### src/rtl/riscv_branch_pkg.sv
// rtl/riscv_branch_pkg.sv - shared branch types, FSM states and defaults
// Purpose: types shared by the branch resolve arbiter and its comparator.
// Contents: br_type_e (funct3 branch codes), br_state_e (arbiter FSM),
//           BR_TAG_W (default branch tag width).
package riscv_branch_pkg;

  localparam int BR_TAG_W = 4;

  // funct3 codes; 2 and 3 are not branches and resolve as illegal.
  typedef enum logic [2:0] {
    BR_BEQ  = 3'd0,
    BR_BNE  = 3'd1,
    BR_RSV2 = 3'd2,
    BR_RSV3 = 3'd3,
    BR_BLT  = 3'd4,
    BR_BGE  = 3'd5,
    BR_BLTU = 3'd6,
    BR_BGEU = 3'd7
  } br_type_e;

  // IDLE: output empty, HOLD: result held, BLOCK: mispredict consumed, waiting for flush.
  typedef enum logic [1:0] {
    ST_IDLE  = 2'd0,
    ST_HOLD  = 2'd1,
    ST_BLOCK = 2'd2
  } br_state_e;

endpackage

### src/rtl/branch_cmp.sv
// rtl/branch_cmp.sv - combinational branch condition evaluator
// Purpose: evaluates one branch condition on two 32-bit operands.
// Ports: a_i, b_i    operands (rs1, rs2)
//        type_i      funct3 branch code
//        taken_o     condition true (0 for illegal codes)
//        illegal_o   code is not a branch (2 or 3)
module branch_cmp
  import riscv_branch_pkg::*;
(
  input  logic [31:0] a_i,
  input  logic [31:0] b_i,
  input  logic [2:0]  type_i,
  output logic        taken_o,
  output logic        illegal_o
);

  logic [32:0] diff;
  logic        eq;
  logic        ltu;
  logic        lts;

  // The borrow of a 33-bit subtract is the unsigned less-than. For the signed
  // compare, differing sign bits decide directly; equal signs reduce to unsigned.
  assign diff = {1'b0, a_i} - {1'b0, b_i};
  assign eq   = (a_i == b_i);
  assign ltu  = diff[32];
  assign lts  = (a_i[31] ^ b_i[31]) ? a_i[31] : ltu;

  always_comb begin
    taken_o   = 1'b0;
    illegal_o = 1'b0;
    case (br_type_e'(type_i))
      BR_BEQ:  taken_o = eq;
      BR_BNE:  taken_o = !eq;
      BR_BLT:  taken_o = lts;
      BR_BGE:  taken_o = !lts;
      BR_BLTU: taken_o = ltu;
      BR_BGEU: taken_o = !ltu;
      default: illegal_o = 1'b1;
    endcase
  end

endmodule

### src/rtl/branch_resolve_arbiter.sv
// rtl/branch_resolve_arbiter.sv - two-lane branch resolver sharing one comparator
// Purpose: accepts branch requests from two lanes (lane 0 older, fixed priority),
//          resolves them on a single shared comparator and holds one result
//          until consumed. A consumed mispredict blocks until flush.
// Ports: clk, rst_n (async active-low)
//        req0_*/req1_*  valid/ready, operands a/b, funct3 type, pred, tag
//        flush          frontend flush, overrides grant and res_ready
//        res_*          result valid/ready, taken, mispred, illegal, lane, tag
//        stat_resolved, stat_mispred  only with BRANCH_RESOLVE_STATS_EN defined
module branch_resolve_arbiter
  import riscv_branch_pkg::*;
#(
  parameter int TAG_W = BR_TAG_W,
  parameter int CNT_W = 32
) (
  input  logic             clk,
  input  logic             rst_n,
  input  logic             req0_valid,
  output logic             req0_ready,
  input  logic [31:0]      req0_a,
  input  logic [31:0]      req0_b,
  input  logic [2:0]       req0_type,
  input  logic             req0_pred,
  input  logic [TAG_W-1:0] req0_tag,
  input  logic             req1_valid,
  output logic             req1_ready,
  input  logic [31:0]      req1_a,
  input  logic [31:0]      req1_b,
  input  logic [2:0]       req1_type,
  input  logic             req1_pred,
  input  logic [TAG_W-1:0] req1_tag,
  input  logic             flush,
  output logic             res_valid,
  input  logic             res_ready,
  output logic             res_taken,
  output logic             res_mispred,
  output logic             res_illegal,
  output logic             res_lane,
`ifdef BRANCH_RESOLVE_STATS_EN
  output logic [CNT_W-1:0] stat_resolved,
  output logic [CNT_W-1:0] stat_mispred,
`endif
  output logic [TAG_W-1:0] res_tag
);

  if (CNT_W < 1) begin : g_bad_cnt_w
    $error("CNT_W must be at least 1");
  end

  br_state_e        state_q;
  logic             res_valid_q;
  logic             res_taken_q;
  logic             res_mispred_q;
  logic             res_illegal_q;
  logic             res_lane_q;
  logic [TAG_W-1:0] res_tag_q;

  logic             accept_ok;
  logic             grant;
  logic             sel_lane1;
  logic             consume;
  logic [31:0]      cmp_a;
  logic [31:0]      cmp_b;
  logic [2:0]       cmp_type;
  logic             sel_pred;
  logic [TAG_W-1:0] sel_tag;
  logic             cmp_taken;
  logic             cmp_illegal;

  // A new request fits only when the output slot is empty or is being drained
  // by a non-mispredicted result. rst_n gates the readies while reset is held.
  assign accept_ok  = rst_n && !flush &&
                      ((state_q == ST_IDLE) ||
                       (state_q == ST_HOLD && res_ready && !res_mispred_q));
  assign req0_ready = accept_ok;
  assign req1_ready = accept_ok && !req0_valid;
  assign grant      = (req0_valid && req0_ready) || (req1_valid && req1_ready);

  // Lane 1 only reaches the comparator when lane 0 has nothing to offer.
  assign sel_lane1 = !req0_valid;
  assign cmp_a     = sel_lane1 ? req1_a    : req0_a;
  assign cmp_b     = sel_lane1 ? req1_b    : req0_b;
  assign cmp_type  = sel_lane1 ? req1_type : req0_type;
  assign sel_pred  = sel_lane1 ? req1_pred : req0_pred;
  assign sel_tag   = sel_lane1 ? req1_tag  : req0_tag;

  branch_cmp u_cmp (
    .a_i       (cmp_a),
    .b_i       (cmp_b),
    .type_i    (cmp_type),
    .taken_o   (cmp_taken),
    .illegal_o (cmp_illegal)
  );

  // A held result dropped by flush is never counted as consumed.
  assign consume = (state_q == ST_HOLD) && res_ready && !flush;

  always_ff @(posedge clk or negedge rst_n) begin
    if (!rst_n) begin
      state_q       <= ST_IDLE;
      res_valid_q   <= 1'b0;
      res_taken_q   <= 1'b0;
      res_mispred_q <= 1'b0;
      res_illegal_q <= 1'b0;
      res_lane_q    <= 1'b0;
      res_tag_q     <= '0;
    end else if (flush) begin
      state_q     <= ST_IDLE;
      res_valid_q <= 1'b0;
    end else begin
      case (state_q)
        ST_IDLE: begin
          if (grant) begin
            state_q     <= ST_HOLD;
            res_valid_q <= 1'b1;
          end
        end
        ST_HOLD: begin
          if (res_ready) begin
            if (res_mispred_q) begin
              state_q     <= ST_BLOCK;
              res_valid_q <= 1'b0;
            end else if (!grant) begin
              state_q     <= ST_IDLE;
              res_valid_q <= 1'b0;
            end
          end
        end
        ST_BLOCK: begin
          state_q     <= ST_BLOCK;
          res_valid_q <= 1'b0;
        end
        default: begin
          state_q     <= ST_IDLE;
          res_valid_q <= 1'b0;
        end
      endcase
      // grant implies IDLE or a draining HOLD, so the slot is free to reload.
      if (grant) begin
        res_taken_q   <= cmp_taken;
        res_mispred_q <= cmp_taken ^ sel_pred;
        res_illegal_q <= cmp_illegal;
        res_lane_q    <= sel_lane1;
        res_tag_q     <= sel_tag;
      end
    end
  end

  assign res_valid   = res_valid_q;
  assign res_taken   = res_taken_q;
  assign res_mispred = res_mispred_q;
  assign res_illegal = res_illegal_q;
  assign res_lane    = res_lane_q;
  assign res_tag     = res_tag_q;

`ifdef BRANCH_RESOLVE_STATS_EN
  logic [CNT_W-1:0] stat_resolved_q;
  logic [CNT_W-1:0] stat_mispred_q;

  always_ff @(posedge clk or negedge rst_n) begin
    if (!rst_n) begin
      stat_resolved_q <= '0;
      stat_mispred_q  <= '0;
    end else if (consume) begin
      stat_resolved_q <= stat_resolved_q + CNT_W'(1);
      if (res_mispred_q) begin
        stat_mispred_q <= stat_mispred_q + CNT_W'(1);
      end
    end
  end

  assign stat_resolved = stat_resolved_q;
  assign stat_mispred  = stat_mispred_q;
`else
  logic unused_consume;
  assign unused_consume = consume;
`endif

endmodule

### config.mk
export PLATFORM = sky130hd
export DESIGN_NAME = branch_resolve_arbiter
export DESIGN_NICKNAME = d
export VERILOG_FILES = /design/src/rtl/riscv_branch_pkg.sv /design/src/rtl/branch_cmp.sv /design/src/rtl/branch_resolve_arbiter.sv
export SDC_FILE = /design/constraint.sdc
export NUM_CORES = 1
export LEC_CHECK = 0
export BUFFER_PORTS_ARGS = -buffer_cell sky130_fd_sc_hd__clkbuf_2
export CORE_MARGIN = 10
export CORE_UTILIZATION = 35
export CTS_CLUSTER_SIZE = 16
export DETAILED_ROUTE_END_ITERATION = 10
export PLACE_DENSITY = 0.8
export SYNTH_ARGS = -nofsm -noshare
export SYNTH_HDL_FRONTEND = slang
export SYNTH_SLANG_ARGS = --single-unit
### constraint.sdc
create_clock -name clk -period 1.7 [get_ports clk]
set_input_delay 0.17 -clock clk [delete_from_list [all_inputs] [get_ports clk]]
set_output_delay 0.17 -clock clk [all_outputs]
set_load 0.01 [all_outputs]
==> results of run 1 <==
kinds of logic after synthesis:
group,after synthesis,synth area share
fa+ha+maj,32,0.192
compound gates,44,0.127
flops,10,0.120
simple gates,47,0.144
buf+inv,13,0.0312
mux,74,0.385
layer usage:
| metal | up-vias | GRT usage | routed length, µm |
|---|---|---|---|
| li1 | 1253 | - | - |
| met1 | 1151 | 0.181 | 3310 |
| met2 | 118 | 0.310 | 4500 |
| met3 | 21 | 0.0405 | 547 |
| met4 | 0 | 0.0624 | 256 |
| met5 | - | 0 | 0 |
metrics by stage:
stage | hold WS, ns | area [µm²] | TNS [ns] | total power [W]
after floorplan | -0.126 | 2440 | -2.09 | 0.000957
after global placement | 0.121 | 3460 | -2.22 | 0.00134
after detailed placement | 0.128 | 3460 | -2.39 | 0.00138
after CTS | 0.101 | 3770 | -1.71 | 0.00172
after global routing | 0.111 | 3910 | -1.89 | 0.00194
final | 0.0999 | 3910 | -1.69 | 0.00178
synth_stat cells, types with 3 or more instances:
cell type	number
a21oi_1	18
clkbuf_1	8
dfrtp_1	10
ha_1	32
mux2_2	35
mux2i_1	37
nand2_1	14
nand3_1	4
nand4_1	3
nand4_2	5
nor2_1	5
o21ai_0	10
worst paths after layout:
check	startpoint	to	cells after the start
min reg2reg	res_tag[2]	res_tag[2]	2
min in group asynchronous	rst_n	res_valid	3
max	req0_valid	res_taken	11
max in group asynchronous	rst_n	res_tag[1]	3
max reg2reg	res_valid	res_taken	5
min	flush	state_q[1]	2
area by class of cell:
cell class                 instances  area share
clock buffer                       3      0.0106
inverter                           2     0.00192
multi-input combinational        197       0.568
sequential                        10      0.0640
tap                               75      0.0240
timing repair buffer             205       0.332
worst max-delay path, cell delays in order:
cell      delay (ns)
buf_16          0.14
buf_12          0.14
mux2_4          0.32
ha_4            0.27
nand4_2         0.12
or4_4           0.61
buf_6           0.15
a311oi_2        0.26
nor3_2          0.09
and2_4          0.14
mux2_2          0.25
placed cells by master (no fill, tap or decap), types with 5 or more instances in the layout:
master      n
buf_4      34
dfrtp_1    10
mux2_4     21
mux2_2     15
nor2_1      5
ha_4       23
ha_1        9
a21oi_1    18
nand2_1    14
o21ai_0    10
mux2i_1    32
clkbuf_2  159
timing repair:
action	CTS	global route
pin swaps	7	15
resized for setup	20	17
setup endpoints to repair	2	2
cloned	4	2
hold endpoints to repair	10	0
setup buffers	3	5
hold buffers	1	0
flip-flops by register name (all words and copies together) (netlist names):
signal       cells
res_tag          4
res_lane         1
state_q          1
res_mispred      1
res_illegal      1
res_taken        1
res_valid        1
report_power, final:
part | total (W) | internal [W] | switching [W]
sequential | 0.000342 | 0.000300 | 0.0000416
combinational | 0.00119 | 0.000677 | 0.000515
clock | 0.000242 | 0.000155 | 0.0000872
==> qor.yml, run 1 <==
status: "complete, but fails checks"
violations: "negative setup slack"
finalCritPeriodShare: 1.50
dp_slack_ns: -1.20
synth.avg_cell_area_um2: 9.46
yosysTopAreaCellShare: 0.192
criticalPathCategory: "input pin to flip-flop"
drtPass1Iterations: 4
tritoncts: "yes"
path_clk_slew_ns: 0.05
first_global_vias: 2979
fin_nets: 601
utilization: 0.668
synth_edf_count: 0
drc: 0
min_period_ns: 2.55
cts_made_buffers: 3
track_usage: 0.169
layout.cells.non_filler: 492
die_x_um: 97.1
fill_cells: 463
cp.required_ns: 1.82
synthArstFlopShare: 1.00
clock_path_buffers: 2
htree_levels: 1
wl_um: 8620
synthFlopType: "dfrtp_1"
die-area_um2: 9430
max_slew_margin: 0.786
n_antenna_cell: 0
setup_ws_ns: -0.847
hold_violations: 0
rsz0062_at_grt: "yes"
drive_gt1_frac: 0.695
syn_inst: 220
synthTopCellsByArea: "ha_1, mux2_2, mux2i_1, dfrtp_1, a21oi_1"
setup_viol: 2
antenna_found_initial: 0
via_per_inst: 5.17
syn-num-nets: 402
areaGrowthSynthToFinish_pct: 87.7
irDropWorstVdd_mv: 0.446
arrival_ns: 2.67
cp_max_fo: 8
r2r_setup_slack_ns: 0.21
gp_congestion: 0.798
cts_num_sinks: 10
via_count: 2543
multiInputGateArea_um2: 2220
grt_max_degree: 17
clk_latency_ns: 0.23
seq_area_um2: 250
cp-end-kind: "flip-flop"
dp.cells: 476
io_pins: 161
slew_viol_final: 0
rows: 28
worstMarginPinSlew_ns: 0.312
hp-class: "input pin to flip-flop"
dp_hpwl_um: 6850
grt_overflow_total: 0
yosysSeqAreaShare: 0.120
ys_seq_elements: 10
grt_pass1_wl_um: 13600
synth_cell_types: 41
drt_iter0_drc: 64
portBuffers: 160
cap_violations: 0
start_util: 0.356
core_area_um2: 5850
chipHeight_um: 97.1
p_leak_nw: 1.97
max_freq_mhz: 393
synth_top_area_cell: "ha_1"
ctsRootBufferMaster: "clkbuf_8"
fin_skew_ns: 0.00238
ys.warnings.count: 0
syn_area_um2: 2080
wl_per_cell_um: 17.5
start_kind: "input pin"
power_density_nw_per_um2: 454
ant_nets: 0
No activity file was read; power rests on OpenSTA's default activity.
==> run 2: changes to the inputs <==
--- a/config.mk
+++ b/config.mk
@@ -5,6 +5,7 @@
 export SDC_FILE = /design/constraint.sdc
 export NUM_CORES = 1
 export LEC_CHECK = 0
+export ABC_AREA = 1
 export BUFFER_PORTS_ARGS = -buffer_cell sky130_fd_sc_hd__clkbuf_2
 export CORE_MARGIN = 10
 export CORE_UTILIZATION = 35
==> run 2 against run 1 <==
The flow still finishes with violations (negative setup slack). Worst setup slack better by 0.60 ns. Non-clock buffer count shrank 24. Critical path type unchanged. Die area rose by 0.48%. Clock power decreased by 2%. Highest routed layer unchanged. Largest cell class unchanged.
==> qor.yml, run 2 <==
fin_area_um2: 3500  # was 3910 µm²
utilization: 0.598  # was 0.668
setup_ws_ns: -0.247  # was -0.847 ns
grt_use_met1: 0.162  # was 0.181
antenna_found_initial: 0  # unchanged
drtPass1Iterations: 4  # unchanged
cts_num_sinks: 10  # unchanged
fin_hold_ws_ns: 0.139  # was 0.0999 ns
p_leak_nw: 2.09  # was 1.97 nW
cap_violations: 0  # unchanged
grt_overflow_total: 0  # unchanged
gr-usage-met3: 0.0413  # was 0.0405
drc: 0  # unchanged
path_clk_slew_ns: 0.04  # was 0.05 ns
slew_viol_final: 0  # unchanged
power.total_w: 0.00156  # was 0.00178 W
post_dp_cell_area_um2: 3080  # was 3460 µm²
hold_violations: 0  # unchanged
final_common_cell: "clkbuf_2"  # unchanged
yosysSeqAreaShare: 0.119  # was 0.120
finalCritPeriodShare: 1.15  # was 1.50
die_x_um: 97.4  # was 97.1 µm
grt_pass1_wl_um: 12800  # was 13600 µm
via_count: 2791  # was 2543
grt_max_degree: 23  # was 17
combinationalPowerShare: 0.639  # was 0.671
synth.avg_cell_area_um2: 6.14  # was 9.46 µm²
wl_per_cell_um: 13.7  # was 17.5 µm
setup_viol: 2  # unchanged
io_pins: 161  # unchanged
hp-class: "input pin to flip-flop"  # unchanged
die-area_um2: 9480  # was 9430 µm²
syn-num-nets: 523  # was 402
fin_nets: 696  # was 601
cp.required_ns: 1.87  # was 1.82 ns
synth_top_area_cell: "nand2_1"  # was ha_1
ctsRootBufferMaster: "clkbuf_8"  # unchanged
power_density_nw_per_um2: 446  # was 454 nW/µm²
layout_common_cells: "clkbuf_2, nand2_1, mux2i_1, ha_1, nor2_1"  # was clkbuf_2, buf_4, mux2i_1, ha_4, mux2_4
start_util: 0.358  # was 0.356
synthTopCellsByArea: "nand2_1, ha_1, mux2i_1, dfrtp_1, nor2_1"  # was ha_1, mux2_2, mux2i_1, dfrtp_1, a21oi_1
yosysTopAreaCellShare: 0.281  # was 0.192
clk_latency_ns: 0.23  # about the same
worstMarginPinSlew_ns: 0.343  # was 0.312 ns
status: "complete, but fails checks"  # unchanged
synthFlopType: "dfrtp_1"  # unchanged
irDropWorstVdd_mv: 0.381  # was 0.446 mV
cpMostUsedCell: "nand2_1"
synthArstFlopShare: 1.00  # unchanged
cp_slowest_cell: "ha_4"  # was or4_4
wl_um: 8040  # was 8620 µm
violations: "negative setup slack"  # unchanged
fin_skew_ns: 0.00393  # was 0.00238 ns
top_usage_layer: "met2"  # unchanged
syn_area_um2: 2090  # was 2080 µm²
ys.warnings.count: 0  # unchanged
drive_gt1_frac: 0.441  # was 0.695
areaGrowthSynthToFinish_pct: 67.0  # was 87.7%
dp_hpwl_um: 6590  # was 6850 µm
rsz0062_at_grt: "yes"  # unchanged
portBuffers: 160  # unchanged
cellInternalPower_w: 0.000952  # was 0.00113 W
cts_made_buffers: 3  # unchanged
ys_seq_elements: 10  # unchanged
start_kind: "input pin"  # unchanged
cp_max_fo: 8  # unchanged
synth_edf_count: 0  # unchanged
pwr-share-clk: 0.152  # was 0.136
largest_reg_flops: 4  # unchanged
drt_iter0_drc: 65  # was 64
max_slew_margin: 0.769  # was 0.786
tritoncts: "yes"  # unchanged
yosysMostFrequentCell: "nand2_1"  # was mux2i_1
layout.cells.non_filler: 587  # was 492
max_freq_mhz: 513  # was 393 MHz
clock_path_buffers: 2  # unchanged
core_area_um2: 5850  # unchanged
criticalPathCategory: "input pin to flip-flop"  # unchanged
arrival_ns: 2.12  # was 2.67 ns
n_antenna_cell: 0  # unchanged
seq_power_share: 0.210  # was 0.192
dp.cells: 577  # was 476
via_per_inst: 4.75  # was 5.17
critical_path.cell_chain: "buf_16, inv_8, buf_12, nand2_1, nand2_1, ha_4, nand2_1, nor2_2, nand2_1, nor2_2, nand2_1, o21ai_1, a21oi_1, inv_1, nand2_2, o21bai_1, nand3_2, nand2_1"  # was buf_16, buf_12, mux2_4, ha_4, nand4_2, or4_4, buf_6, a311oi_2, nor3_2, and2_4, mux2_2
cp-end-kind: "flip-flop"  # unchanged
ant_nets: 0  # unchanged
first_global_vias: 2995  # was 2979
use_met2: 0.301  # was 0.310
htree_levels: 1  # unchanged
synthTopCellsByCount: "nand2_1, mux2i_1, ha_1"  # was mux2i_1, mux2_2, ha_1
syn_inst: 341  # was 220
track_usage: 0.155  # was 0.169
gp_congestion: 0.851  # was 0.798
p_sw_w: 0.000609  # was 0.000644 W
sw_frac_of_total: 0.390  # was 0.363
cpPeakStageDelay_ns: 0.31  # was 0.61 ns
chipHeight_um: 97.4  # was 97.1 µm
min_period_ns: 1.95  # was 2.55 ns
rows: 28  # unchanged
synth_cell_types: 26  # was 41
[run 2: cells by family after synthesis]
group           share of synthesized area
mux                                 0.158
buf+inv                            0.0609
compound gates                      0.104
flops                               0.119
simple gates                        0.367
fa+ha+maj                           0.191
[run 2: path summary, 6_finish.rpt]
| kind | start | endpoint | slack (ns) | cells past startpoint |
|---|---|---|---|---|
| max | req0_valid | res_mispred | -0.25 | 18 |
| min reg2reg | res_taken | res_taken | 0.48 | 2 |
| max reg2reg | res_mispred | state_q[1] | 0.28 | 9 |
| min | flush | state_q[1] | 0.14 | 2 |
| max in group asynchronous | rst_n | res_tag[1] | 1.15 | 3 |
| min in group asynchronous | rst_n | state_q[1] | 0.41 | 3 |
[run 2: layout make-up]
class,count,area [µm²]
well taps,75,93.8
repair buffers,181,1130
fillers,554,2350
inverters,19,78.8
multi-input cells,299,1910
clock buffers,3,41.3
flip-flops and latches,10,250
[run 2: worst max-delay path, delay by kind of cell]
kind,cells,cell delay [ns]
simple gates,10,0.90
compound gates,3,0.33
buf+inv,4,0.39
fa+ha+maj,1,0.31
[run 2: metrics by stage]
| stage | setup slack, ns | TNS (ns) |
|---|---|---|
| after CTS | -0.274 | -0.497 |
| after global routing | -0.461 | -0.872 |
| after detailed placement | -0.601 | -1.15 |
| final | -0.247 | -0.450 |
| after global placement | -0.534 | -1.04 |
| after floorplan | -0.270 | -0.499 |
[run 2: what timing repair did]
| action | 4_1_cts | 5_1_grt |
|---|---|---|
| buffers inserted | 2 | 0 |
| endpoints found under the hold margin | 10 | 0 |
| hold buffers | 1 | 0 |
| setup endpoints to repair | 2 | 2 |
| pin swaps | 13 | 14 |
| cloned | 3 | 1 |
| gates resized for setup | 19 | 31 |
[run 2: power groups by stage]
stage	registers [W]	logic [W]	clock network (W)
global route	0.000337	0.00113	0.000262
floorplan	0.000353	0.000477	0
global placement	0.000328	0.000832	0
CTS	0.000327	0.000926	0.000247
finish	0.000327	0.000997	0.000236
detailed placement	0.000330	0.000857	0
[run 2: per-layer routing]
metal  part of all wire  vias to the layer above
met3              0.068                        2
met2               0.54                       92
met5                  0                        -
met4             0.0021                        0
met1               0.39                     1230
li1                   -                     1467
